File: src/rtl/rr_arbiter_8_enc_if.sv
// Request/grant bundle between requesters (master) and the 8-way round-robin arbiter (slave).
interface rr_arbiter_8_enc_if;
  logic       en;
  logic [7:0] req;
  logic       done;
  logic [7:0] gnt;
  logic [2:0] gnt_idx;
  logic       gnt_valid;
  logic       timeout;

  modport master (
    output en, req, done,
    input  gnt, gnt_idx, gnt_valid, timeout
  );

  modport slave (
    input  en, req, done,
    output gnt, gnt_idx, gnt_valid, timeout
  );
endinterface

File: src/rtl/rr_arbiter_8_enc.sv
// 8-way round-robin arbiter with registered one-hot grant and encoded index.
// Optional forced release after HOLD_MAX cycles of tenure when ARB_TIMEOUT_EN is defined.
module rr_arbiter_8_enc #(
  parameter int HOLD_MAX = 16
) (
  input logic              clk,
  input logic              rst_n,
  rr_arbiter_8_enc_if.slave bus
);

  typedef enum logic {IDLE, GRANT} state_t;

  state_t     state;
  logic [7:0] gnt_r;
  logic [2:0] idx_r;
  logic [2:0] ptr;
  logic [2:0] winner;
  logic       winner_found;
  logic [2:0] scan_idx;
  logic       release_normal;
  logic       release_any;

  if (HOLD_MAX < 1 || HOLD_MAX > 255) begin : g_bad_hold_max
    $error("HOLD_MAX must be in 1..255");
  end

  // Rotating priority scan: the pointer position is checked first, wrapping 7 -> 0.
  always_comb begin
    winner       = 3'd0;
    winner_found = 1'b0;
    scan_idx     = 3'd0;
    for (int k = 0; k < 8; k++) begin
      scan_idx = ptr + k[2:0];
      if (!winner_found && bus.req[scan_idx]) begin
        winner       = scan_idx;
        winner_found = 1'b1;
      end
    end
  end

  assign release_normal = bus.done || !bus.req[idx_r];

`ifdef ARB_TIMEOUT_EN
  logic [7:0] tenure;
  logic       timeout_r;
  logic       force_release;

  assign force_release = (tenure == 8'(HOLD_MAX - 1)) && !release_normal;
  assign release_any   = release_normal || force_release;
  assign bus.timeout   = timeout_r;
`else
  assign release_any   = release_normal;
  assign bus.timeout   = 1'b0;
`endif

  always_ff @(posedge clk or negedge rst_n) begin
    if (!rst_n) begin
      state <= IDLE;
      gnt_r <= 8'h00;
      idx_r <= 3'd0;
      ptr   <= 3'd0;
`ifdef ARB_TIMEOUT_EN
      tenure    <= 8'd0;
      timeout_r <= 1'b0;
`endif
    end else begin
`ifdef ARB_TIMEOUT_EN
      timeout_r <= 1'b0;
`endif
      case (state)
        IDLE: begin
          if (bus.en && winner_found) begin
            state <= GRANT;
            gnt_r <= 8'b1 << winner;
            idx_r <= winner;
`ifdef ARB_TIMEOUT_EN
            tenure <= 8'd0;
`endif
          end
        end
        GRANT: begin
          // The served requester drops to lowest priority for the next scan.
          if (release_any) begin
            state <= IDLE;
            gnt_r <= 8'h00;
            idx_r <= 3'd0;
            ptr   <= idx_r + 3'd1;
`ifdef ARB_TIMEOUT_EN
            timeout_r <= force_release;
`endif
          end
`ifdef ARB_TIMEOUT_EN
          else begin
            tenure <= tenure + 8'd1;
          end
`endif
        end
        default: state <= IDLE;
      endcase
    end
  end

  assign bus.gnt       = gnt_r;
  assign bus.gnt_idx   = idx_r;
  assign bus.gnt_valid = (state == GRANT);

endmodule
File: src/flat_wrapper.sv
// flat-port wrapper written by rule: the top's interface ports become plain ports
module rr_arbiter_8_enc_flat 
#(
  parameter int HOLD_MAX = 16
)
  (clk, rst_n, bus_en, bus_req, bus_done, bus_gnt, bus_gnt_idx, bus_gnt_valid, bus_timeout);
  rr_arbiter_8_enc_if bus_i ();
  input logic clk;
  input logic rst_n;
  input wire logic [$bits(bus_i.en)-1:0] bus_en;
  input wire logic [$bits(bus_i.req)-1:0] bus_req;
  input wire logic [$bits(bus_i.done)-1:0] bus_done;
  output wire logic [$bits(bus_i.gnt)-1:0] bus_gnt;
  output wire logic [$bits(bus_i.gnt_idx)-1:0] bus_gnt_idx;
  output wire logic [$bits(bus_i.gnt_valid)-1:0] bus_gnt_valid;
  output wire logic [$bits(bus_i.timeout)-1:0] bus_timeout;
  assign bus_i.en = bus_en;
  assign bus_i.req = bus_req;
  assign bus_i.done = bus_done;
  assign bus_gnt = bus_i.gnt;
  assign bus_gnt_idx = bus_i.gnt_idx;
  assign bus_gnt_valid = bus_i.gnt_valid;
  assign bus_timeout = bus_i.timeout;
  rr_arbiter_8_enc #(.HOLD_MAX(HOLD_MAX)) u_core (.clk(clk), .rst_n(rst_n), .bus(bus_i));
endmodule
File: config.mk
export PLATFORM = sky130hd
export DESIGN_NAME = rr_arbiter_8_enc_flat
export DESIGN_NICKNAME = d
export VERILOG_FILES = /design/src/rtl/rr_arbiter_8_enc_if.sv /design/src/rtl/rr_arbiter_8_enc.sv /design/src/flat_wrapper.sv
export SDC_FILE = /design/constraint.sdc
export NUM_CORES = 1
export LEC_CHECK = 0
export CAP_MARGIN = 40
export CORE_MARGIN = 2
export CORE_UTILIZATION = 49
export CTS_CLUSTER_SIZE = 25
export DETAILED_ROUTE_END_ITERATION = 6
export PLACE_DENSITY = 0.89
export SYNTH_ARGS = -nofsm -noshare
export SYNTH_HDL_FRONTEND = slang
export SYNTH_SLANG_ARGS = --single-unit
File: constraint.sdc
create_clock -name clk -period 3.1 [get_ports clk]
set_input_delay 0.93 -clock clk [delete_from_list [all_inputs] [get_ports clk]]
set_output_delay 0.93 -clock clk [all_outputs]
set_load 0.005 [all_outputs]
## Word level (Yosys, flattened, before mapping)

Cells that the tools add are included.

- Shift operators: 1
- Equal/unequal tests: 2
- Reductions and logical operators: 19
- Order comparisons: 9
- Muxes and demuxes: 43
- Bitwise gates (word level): 1
- Add/sub/neg operators: 8

Operators by type and width:

| operator | number |
|---|---|
| less-than comparator 3 x 4 -> 1 bit (second input constant) | 9 |
| 2-to-1 mux 3 bit | 10 |
| binary-select mux 1 bit (select 3 bit) | 9 |
| 2-to-1 mux 1 bit | 19 |
| 2-to-1 mux 8 bit | 2 |
| case mux 8 bit (2 select lines) | 1 |
| adder 3 bit (second input constant) | 4 |
| logical AND 1 bit | 8 |
| logical NOT 1 bit | 8 |
| << shifter 1 x 3 -> 8 bit (first input constant) | 1 |
| adder 3 x 1 -> 3 bit (second input constant) | 2 |
| adder 3 x 2 -> 3 bit (second input constant) | 2 |
| case mux 3 bit (2 select lines) | 1 |
| AND reduction 2 bit | 2 |
| inequality test 2 x 1 -> 1 bit (second input constant) | 1 |
| inequality test 2 bit (second input constant) | 1 |
| case mux 1 bit (2 select lines) | 1 |
| logical OR 1 bit | 1 |
| NOT 1 bit | 1 |

- Input port bits: 12
- Word-level logic and storage cells: 87
- Flip-flop bits (word level): 15

## Logic depth before layout (Yosys ltp)

Gate-level depths: netlist of run 1.

- Depth in word-level cells: 27
- Depth in mapped cells: 12

## Worst setup path before layout of run 1

Ideal clock, no wire load.

- Kind: reg-to-reg
- Start: register u_core.ptr[0]
- End: register u_core.gnt_r[4], in the netlist u_core.bus.gnt[4]
- Cell stages (with the launch flop): 12
- Path slack: 0.019 ns
- Clock period less this slack: 3.081 ns
- Setup time: 0.121 ns
- Data required time: 2.979 ns
- Path buffers: 2
- Arrival time: 2.960 ns
- Cell sequence: dfrtp_1 > buf_6 > inv_1 > ha_1 > buf_4 > mux4_2 > mux2i_1 > a22o_1 > o211ai_1 > a211oi_1 > nor3_2 > a32o_2

- Cells in the longest elaborated chain, start to end: 27
- Elaborated cells on any way between the ends: 59
- Those cells by class: add/sub: 7; eq/ne: 1; shift: 1; mux: 34; reduce/logical: 16

RTL lines:

| element | line | RTL |
|---|---|---|
| start: declaration | rr_arbiter_8_enc.sv:16 | `logic [2:0] ptr;` |
| start signal: assignment | rr_arbiter_8_enc.sv:87 | `ptr <= idx_r + 3'd1;` |
| parallel branches: the longest is 27 deep, another holds adder 3 x 1 -> 3 bit | -- |  |
| end signal: assignment | rr_arbiter_8_enc.sv:74 | `gnt_r <= 8'b1 << winner;` |
| end: declaration | rr_arbiter_8_enc.sv:14 | `logic [7:0] gnt_r;` |

Several ways; the timed one is not identified. The select of a mux whose other input is x is not followed.
A chain may end at the register's enable or synchronous reset.

## Worst setup path in the final report of run 1

- Start: register u_core.ptr[0]
- End: register u_core.gnt_r[7], in the netlist u_core.bus.gnt[7]

Same word-level chain as after synthesis.

==> summary.txt, run 1 <==
Status
  • Status: completed

CTS
  • Cts hold-fix bufs: 0
  • CTS tree: done
  • Htree depth: 1
  • Root Driver: clkbuf_4
  • Clk slew on worst S/H paths: ~0.080 ns
  • Max Buffers Root-to-Sink: 2
  • CTS Buf Count: 3
  • Worst-Skew Late Latency: around 0.29 ns
  • Clock sink total: 15

Setup path
  • Beginning of the critical path: u_core.ptr[0]
  • Worst setup path endpoint: u_core.bus.gnt[7]
  • R2R Setup Slk: between 0.1 and 0.15 ns
  • CP Cell Sequence: buf_4, ha_1, xnor2_1, mux2i_4, mux2i_4, a2111oi_4, a31oi_1, o211ai_1, a32o_2
  • CP dominant cell by count: mux2i_4
  • Worst endpoint required time: roughly 3.3 ns
  • Worst Path Buf+Inv: 1
  • RR Startpoint: u_core.ptr[0]
  • Reg2Reg Capture Point: u_core.bus.gnt[7]
  • Critical-path top delay cell: dfrtp_1
  • R2R depth: 9
  • Critical setup path kind: reg2reg
  • Max FO, Critical Path: 11
  • Top Family by Delay on Critical Path: compound AO/OA/AOI/OAI gates
  • Critical Path AT: ~3.2 ns
  • Crit-path max cell delay: 0.39 ns
  • CP Depth: 9
  • Crit end category: flop
  • CP startpoint kind: flop

Detailed routing
  • Detailed-route via count: between 1.5k and 2k
  • Final routed DRC violation total: 0
  • Met1 WL: 1877 um
  • Highest routed layer: met4
  • Vias per cell: ~6.6
  • Average wire per standard cell: 19.83 um
  • WL met2: between 2000 and 3000 um
  • DRT iter0 DRCs: 94
  • Met3 routed WL: 405 um
  • First-pass DRT Iterations: 5
  • Detail Route Antenna Nets: 0
  • WL final: around 5000 um

Finish
  • Antenna cells: 0
  • P&R area growth vs syn: 34.84%
  • Final std cells w/o fill: 250
  • Most frequent cells in the layout: buf_4, clkdlybuf4s50_1, dfrtp_1
  • Leading cell type in the layout, fill and taps excluded: buf_4
  • Final net count: ~220
  • Layout cell share with drive strength beyond 1: between 40% and 50%
  • Fill count: 201
  • Fin area: about 2200 um^2

Synthesis
  • Syn. warnings: 0
  • Post-Syn Nets: 169
  • Yosys reg bits: 15
  • Sequential-to-total area share from yosys stat: between 20% and 30%
  • Top_reg_cell synth: dfrtp_1
  • Async SR Flop Fraction: 100.0%
  • Synth Cell Area: roughly 1600 um^2
  • EDFF count, synth: 0
  • Post-synth cell types: 47
  • Syn Area/Cell: ~10 um^2
  • Synth Instances: approximately 150

Die
  • Chip width: 61.31 um
  • Num rows: 20
  • Initial Util: a little over half
  • Core area: between 3000 and 4000 um^2
  • Die ar.: 3758 um^2
  • Die H: ~61 um
  • Total I/O pin count: 25

Timing
  • Clock Skew: just over 0.004 ns
  • Max Slew Vio Count: 0
  • Final clock period utilization by the worst path: 96.53%
  • Worst-Margin Slew: around 0.63 ns
  • Max Clk Rate: 334.2 MHz
  • Hold_ws: 0.4962 ns
  • Relative slew slack: between 50% and 60%
  • Final setup viols: 0
  • Hold Fails Final Rpt: 0
  • RSZ-0062 raised after global routing: no
  • Min cycle time layout: 2.993 ns

Place
  • Port Buf Inserts: 23
  • HPWL after detailed placement: roughly 3600 um
  • Placer Congestion: 0.9371
  • Placed cell count: 242
  • Cell area after placement: slightly above 2000 um^2

Run
  • MaxCap Viol Count: 0

GRT
  • Grt ovf: 0
  • Largest net degree at the start of global routing: 16
  • Initial antenna violation count: 0
  • Vias in the first global route: 1577
  • First-pass GRT wire length: just under 8000 um
  • GRT Total Usage: between 20 and 30%

Worst hold path
  • HP Class: reg2reg
-- cell type report --
cell class / instances / area (um^2) / area share, %
clock buffers: 4 / 26.28 / 1.211
multi-input cells: 126 / 1256 / 57.90
inverters: 5 / 18.77 / 0.8651
flip-flops and latches: 15 / 375.4 / 17.30
well taps: 44 / 55.05 / 2.537
repair buffers: 56 / 437.9 / 20.18
-- how the worst min path moves through the flow --
stage | from | endpoint | slack (ns) | depth (start not counted)
after global routing | u_core.bus.gnt[4] | u_core.bus.gnt[4] | 0.52 | 1
after floorplan | u_core.bus.gnt[0] | u_core.bus.gnt[0] | 0.47 | 2
after CTS | u_core.bus.gnt[1] | u_core.bus.gnt[1] | 0.49 | 2
final | u_core.bus.gnt[1] | u_core.bus.gnt[1] | 0.50 | 2
after detailed placement | u_core.bus.gnt[1] | u_core.bus.gnt[1] | 0.47 | 2
after global placement | u_core.bus.gnt[0] | u_core.bus.gnt[0] | 0.46 | 2
-- flip-flops by register name, indices dropped and copies added, names as in the netlist --
| name | flops |
|---|---|
| u_core.bus.gnt | 8 |
| u_core.bus.gnt_idx | 3 |
| u_core.ptr | 3 |
| u_core.bus.gnt_valid | 1 |
-- worst min-delay path: cells and delay by family (launching register included) --
| kind | cells | cell delay [ns] |
|---|---|---|
| compound gates | 1 | 0.05 |
| flops | 1 | 0.36 |
| simple gates | 1 | 0.05 |
-- logic make-up (layout without fill, tap and decap cells) --
family | count (synthesis) | in the layout | share of synthesized area (%)
buffers and inverters | 13 | 65 | 4.976
adder cells (fa/ha/maj) | 3 | 3 | 2.333
AO/OA/AOI/OAI | 50 | 50 | 23.79
other | 1 | 1 | 0.2331
XOR/XNOR | 5 | 5 | 2.722
flip-flops | 15 | 15 | 23.33
multiplexers | 25 | 25 | 27.84
AND/OR/NAND/NOR | 42 | 42 | 14.77
-- per-layer routing --
metal	up-vias	GRT usage, %
met5	-	0
met2	96	48.63
met4	0	6.211
met1	806	37.65
met3	20	4.622
li1	719	-
-- synthesized netlist by cell type (4+ instances only) --
cell / count / area share [%]
mux2i_1: 5 / 3.1
o31ai_1: 6 / 2.8
inv_1: 5 / 1.2
nor2_1: 9 / 2.1
mux4_2: 14 / 20
o21ai_1: 5 / 1.6
nand2b_1: 4 / 1.6
a21o_1: 4 / 1.9
a32o_2: 4 / 2.8
o21ai_0: 7 / 2.2
mux2_2: 4 / 2.8
nand2_1: 11 / 2.6
a22oi_1: 4 / 1.9
nand3_1: 6 / 1.9
dfrtp_1: 15 / 23
-- through the flow --
| step | util [%] | worst slack (ns) | setup TNS [ns] |
|---|---|---|---|
| after floorplan | - | 0.01911 | 0 |
| after global placement | 66.63 | -0.4151 | -4.266 |
| after detailed placement | 66.63 | -0.5830 | -5.796 |
| after CTS | 68.58 | 0.003440 | 0 |
| after global routing | 70.49 | 0.0009333 | 0 |
| final | 70.49 | 0.1075 | 0 |
-- timing repair --
action / 4_1_cts / 5_1_grt
cloned: 0 / 0
resized for setup: 15 / 30
pin swaps: 5 / 6
setup endpoints to repair: 11 / 10
setup buffers: 2 / 2
Power of run 1 is not shown: default switching activity piles up to over one toggle a cycle in this logic, so the estimate is an artifact.
==> inputs of run 2 (changes only) <==
--- a/config.mk
+++ b/config.mk
@@ -7,10 +7,11 @@
 export LEC_CHECK = 0
 export CAP_MARGIN = 40
 export CORE_MARGIN = 2
-export CORE_UTILIZATION = 49
+export CORE_UTILIZATION = 55
 export CTS_CLUSTER_SIZE = 25
 export DETAILED_ROUTE_END_ITERATION = 6
-export PLACE_DENSITY = 0.89
+export PLACE_DENSITY = 0.93
+export SLEW_MARGIN = 25
 export SYNTH_ARGS = -nofsm -noshare
 export SYNTH_HDL_FRONTEND = slang
 export SYNTH_SLANG_ARGS = --single-unit
==> constraint.sdc (replaced) <==
create_clock -name clk -period 3.8 [get_ports clk]
set_input_delay 1.14 -clock clk [delete_from_list [all_inputs] [get_ports clk]]
set_output_delay 1.14 -clock clk [all_outputs]
set_load 0.005 [all_outputs]
==> run 2 against run 1 <==
  * First-iteration DRC count is 38% higher
  * Non-clock buffer count shrank 17
  * Worst setup slack improved by 0.018 ns
  * Clock skew up 0.0036 ns
  * Critical path type is now in2reg
==> summary.txt, run 2 (synthesis gave the netlist of run 1 again) <==
Place
  • Placer Congestion: 0.9593
  • Placed cell count: between 200 and 250
  • HPWL after detailed placement: ~3600 um
  • Port Buf Inserts: 23

CTS
  • Htree depth: 1
  • Clk slew on worst S/H paths: around 0.090 ns
  • Root Driver: clkbuf_4
  • Setup bufs post-CTS: 0
  • Clock sink total: 15
  • CTS Buf Count: 3
  • Max Buffers Root-to-Sink: 2
  • Worst-Skew Late Latency: a little under 0.3 ns
  • Cts hold-fix bufs: 0
  • CTS tree: done
  • CTS resizes: 0

Detailed routing
  • WL final: approximately 4800 um
  • DRT iter0 DRCs: between 100 and 150
  • Detail Route Antenna Nets: 0
  • Vias per cell: approximately 7
  • Final routed DRC violation total: 0
  • Average wire per standard cell: between 20 and 25 um
  • Detailed-route via count: between 1.5k and 2k
  • First-pass DRT Iterations: 5

Finish
  • Final core occ: 71.37%
  • Most frequent cells in the layout: clkdlybuf4s50_1, buf_4, dfrtp_1
  • Leading cell type in the layout, fill and taps excluded: clkdlybuf4s50_1
  • Antenna cells: 0
  • P&R area growth vs syn: 22.32%
  • Layout cell share with drive strength beyond 1: ~27%
  • Final std cells w/o fill: 220
  • Fill count: 194
  • Final net count: 205
  • Largest register FFs: 8

Status
  • Status: completed

Die
  • Initial Util: about three fifths
  • Die H: ~58 um
  • Die ar.: roughly 3400 um^2
  • Chip width: 58.09 um
  • Num rows: 19
  • Core area: ~2800 um^2
  • Total I/O pin count: 25

Worst hold path
  • WHS Endpoint: u_core.bus.gnt[0]
  • HP Start: u_core.bus.gnt[0]
  • HP Class: reg2reg
  • Worst hold path depth: 2

Timing
  • Final clock period utilization by the worst path: a little over nine tenths
  • Clock Skew: approximately 0.0077 ns
  • Hold Fails Final Rpt: 0
  • Min cycle time layout: around 3.7 ns
  • Final setup viols: 0
  • RSZ-0062 raised after global routing: no
  • Max Clk Rate: roughly 270 MHz
  • Setup tns final: 0 ns
  • Worst-Margin Slew: roughly 0.64 ns
  • Max Slew Vio Count: 0
  • Relative slew slack: between 50% and 60%

Setup path
  • Max FO, Critical Path: 7
  • Critical setup path kind: in2reg
  • Reg2Reg Capture Point: u_core.bus.gnt[6]
  • RR Startpoint: u_core.ptr[0]
  • CP startpoint kind: primary input
  • R2R depth: 10
  • Worst endpoint required time: 4.02 ns
  • Crit end category: flop
  • Critical Path AT: about 4 ns
  • R2R Setup Slk: just over 0.4 ns

GRT
  • Grt ovf: 0
  • Vias in the first global route: 1636
  • Initial antenna violation count: 1
  • First-pass GRT wire length: approximately 7900 um
  • Largest net degree at the start of global routing: 16
  • GRT Total Usage: 30.86%

Run
  • MaxCap Viol Count: 0
==> run 2: metal layers <==
layer	global-route usage, %	wire [um]
met1	38.10	1765
met2	50.65	2448
met3	8.036	439
met4	14.29	114
met5	0	7
==> run 2: critical path: stages <==
cell and delay, ns:
clkdlybuf4s50_1 0.52, mux4_2 0.61, nor4_4 0.46, nand4_1 0.16
nor2_1 0.23, nor3_1 0.10, nor3_2 0.38, a32o_2 0.29
==> run 2: cell type report <==
| class | instances | area, um^2 | area share, % |
|---|---|---|---|
| clock buffers | 3 | 22.52 | 1.144 |
| clock inverters | 1 | 5.005 | 0.2543 |
| inverters | 5 | 18.77 | 0.9536 |
| flip-flops and latches | 15 | 375.4 | 19.07 |
| well taps | 31 | 38.79 | 1.971 |
| repair buffers | 39 | 350.3 | 17.80 |
| multi-input cells | 126 | 1157 | 58.80 |
==> run 2: stage by stage <==
stage	hold slack, ns	setup slack [ns]	instance area, um^2
after floorplan	0.4695	0.6884	1609
after global placement	0.4704	-0.002603	1937
after detailed placement	0.4738	-0.09521	1937
after CTS	0.4937	0.1498	1964
after global routing	0.5203	0.003712	1968
final	0.4909	0.1253	1968
==> run 2: how the worst max path moves through the flow <==
stage / to / slack (ns) / cells past startpoint / startpoint
after floorplan: u_core.bus.gnt[0] / 0.69 / 8 / bus_req[7]
after global placement: u_core.bus.gnt[4] / -0.003 / 9 / bus_req[7]
after detailed placement: u_core.bus.gnt[4] / -0.1 / 8 / bus_req[4]
after CTS: u_core.bus.gnt[6] / 0.15 / 8 / bus_req[7]
after global routing: u_core.bus.gnt[6] / 0.004 / 9 / bus_req[6]
final: u_core.bus.gnt[6] / 0.13 / 8 / bus_req[3]
Power of run 2 is left out for the same reason.
==> inputs of run 3 (changes only) <==
--- a/config.mk
+++ b/config.mk
@@ -6,7 +6,6 @@
 export NUM_CORES = 1
 export LEC_CHECK = 0
 export CAP_MARGIN = 40
-export CORE_MARGIN = 2
 export CORE_UTILIZATION = 55
 export CTS_CLUSTER_SIZE = 25
 export DETAILED_ROUTE_END_ITERATION = 6
==> run 3 against run 2 <==
  * Die area is 6.8% lower
  * Register-to-register slack better by 0.03 ns
  * Worst setup slack got worse by 0.0014 ns
  * Via count shrank 1.1%
  * Non-clock buffer count decreased by 3
  * Utilization fell by 0.91 points
==> summary.txt, run 3 (synthesis gave the netlist of run 1 again) <==
Timing
  • Setup tns final: 0 ns
  • Final setup viols: 0
  • Min cycle time layout: roughly 3.7 ns
  • Max Clk Rate: ~270 MHz
  • Final clock period utilization by the worst path: 96.74%
  • Max Slew Vio Count: 0
  • Setup ws final: ~0.12 ns
  • RSZ-0062 raised after global routing: no
  • Clock Skew: 0.009358 ns
  • Relative slew slack: a little under three fifths
  • Hold Fails Final Rpt: 0
  • Worst-Margin Slew: between 0.6 and 0.7 ns

Setup path
  • Crit end category: flop
  • Worst Path Buf+Inv: 2
  • R2R Setup Slk: around 0.44 ns
  • CP Cell Sequence: clkdlybuf4s50_1, mux4_2, nor4_4, buf_4, nand3b_4, nor3_1, a31oi_1, o211a_2, a32o_2
  • R2R depth: 10
  • Crit-path max cell delay: about 0.64 ns
  • Critical Path AT: 3.86 ns
  • RR Startpoint: u_core.ptr[0]
  • Critical setup path kind: in2reg
  • Reg2Reg Capture Point: u_core.bus.gnt[4]
  • Max FO, Critical Path: 7
  • CP startpoint kind: primary input
  • Worst endpoint required time: ~4 ns
  • Critical-path top delay cell: mux4_2
  • Top Family by Delay on Critical Path: simple AND/OR/NAND/NOR gates

Finish
  • Antenna cells: 0
  • P&R area growth vs syn: 20.76%
  • Layout cell share with drive strength beyond 1: between 20% and 30%
  • Largest register FFs: 8
  • Final net count: ~200
  • Most frequent cells in the layout: clkdlybuf4s50_1, dfrtp_1, mux4_2
  • Leading cell type in the layout, fill and taps excluded: clkdlybuf4s50_1
  • Final std cells w/o fill: 217

Detailed routing
  • Detailed-route via count: approximately 1.5k
  • Average wire per standard cell: between 20 and 25 um
  • Final routed DRC violation total: 0
  • WL final: 4479 um
  • First-pass DRT Iterations: 5
  • Detail Route Antenna Nets: 0
  • DRT iter0 DRCs: 83
  • Vias per cell: 7.120

Pwr
  • Comb power frac: 82.6%
  • Leakage power: around 0.79 nW
  • Int Power: about 1.1 mW
  • VDD IR max: 0.0007522 V
  • P_sw: roughly 1.1 mW
  • Reg power frac: a little over an eighth
  • Clock power share: between 4 and 5%
  • Pwr/cell area: 1128 nW/um^2
  • Switching share of power: ~50%

CTS
  • CTS tree: done
  • Root Driver: clkbuf_4
  • Max Buffers Root-to-Sink: 2
  • Htree depth: 1
  • CTS Buf Count: 3
  • Clk slew on worst S/H paths: 0.09 ns
  • Worst-Skew Late Latency: roughly 0.29 ns
  • Clock sink total: 15

Die
  • Num rows: 19
  • Chip width: ~56 um
  • Initial Util: 58.35%
  • Die ar.: around 3100 um^2
  • Die H: 56.09 um
  • Core area: approximately 2800 um^2
  • Total I/O pin count: 25

Status
  • Status: completed

GRT
  • Largest net degree at the start of global routing: 16
  • First-pass GRT wire length: between 7000 and 8000 um
  • Vias in the first global route: around 1.6k
  • GRT Total Usage: 30.23%
  • Initial antenna violation count: 0
  • Grt ovf: 0

Worst hold path
  • Worst hold path depth: 2
  • HP Start: u_core.bus.gnt[3]
  • WHS Endpoint: u_core.bus.gnt[3]
  • HP Class: reg2reg

Place
  • Placer Congestion: around 1
  • Port Buf Inserts: 23
  • Placed cell count: 212
  • HPWL after detailed placement: ~3500 um
  • DP Worst Slack: -0.1887 ns

Run
  • MaxCap Viol Count: 0
## run 3: cell count changes in the layout (fill, tap and decap cells not counted), sizes merged
cell / delta
buf: -3
## run 3: how the worst max path moves through the flow
stage,start,to,depth (start not counted)
global placement,bus_req[1],u_core.bus.gnt[0],8
finish,bus_req[7],u_core.bus.gnt[4],9
detailed placement,bus_req[1],u_core.bus.gnt[1],8
floorplan,bus_req[7],u_core.bus.gnt[0],8
global route,bus_req[7],u_core.bus.gnt[0],9
CTS,bus_req[7],u_core.bus.gnt[0],8
## run 3: final cells by class
| type | instances | area [um^2] |
|---|---|---|
| clock inverter | 1 | 5.005 |
| inverter | 5 | 18.77 |
| fill | 185 | 814.5 |
| multi-input combinational | 126 | 1155 |
| timing repair buffer | 36 | 327.8 |
| clock buffer | 3 | 22.52 |
| tap | 31 | 38.79 |
| sequential | 15 | 375.4 |
## run 3: repair_timing
item	4_1_cts	5_1_grt
resized for setup	0	1
setup buffers	0	1
hold buffers	0	0
endpoints found under the setup margin	0	8
## run 3: metal layers
| metal | track usage (%) | vias up | routed length (um) | part of all wire [%] |
|---|---|---|---|---|
| met3 | 5.814 | 20 | 390 | 8.7 |
| li1 | - | 677 | - | - |
| met2 | 50.17 | 114 | 2250 | 50 |
| met1 | 38.81 | 734 | 1710 | 38 |
| met4 | 12.20 | 0 | 127 | 2.8 |
| met5 | 0 | - | 0 | 0 |
## run 3: power by group through the flow
stage	sequential, mW	combinational [mW]	clock [mW]
after CTS	0.290	1.77	0.0906
after global placement	0.287	1.66	0
after global routing	0.300	1.93	0.0948
after floorplan	0.269	1.29	0
final	0.291	1.81	0.0902
after detailed placement	0.293	1.75	0
## run 3: metrics by stage
| step | utilization, % | power (mW) | instance area [um^2] | hold slack (ns) |
|---|---|---|---|---|
| after detailed placement | 69.15 | 2.045 | 1907 | 0.4733 |
| after CTS | 70.15 | 2.147 | 1934 | 0.5044 |
| after global placement | 69.15 | 1.949 | 1907 | 0.4683 |
| after global routing | 70.46 | 2.327 | 1943 | 0.5147 |
| after floorplan | - | 1.560 | 1609 | 0.4695 |
| final | 70.46 | 2.192 | 1943 | 0.5031 |
## run 3: worst register-to-register path, cell delays in order, from the launching register on
cell and delay (ns):
dfrtp_1 0.38, inv_1 0.12, ha_1 0.59, mux4_2 0.57, mux2i_1 0.39, buf_4 0.21
o21ai_0 0.07, a22oi_1 0.18, o21ai_0 0.17, a21oi_1 0.39, a32o_2 0.24
No activity file was read; power rests on OpenSTA's default activity.
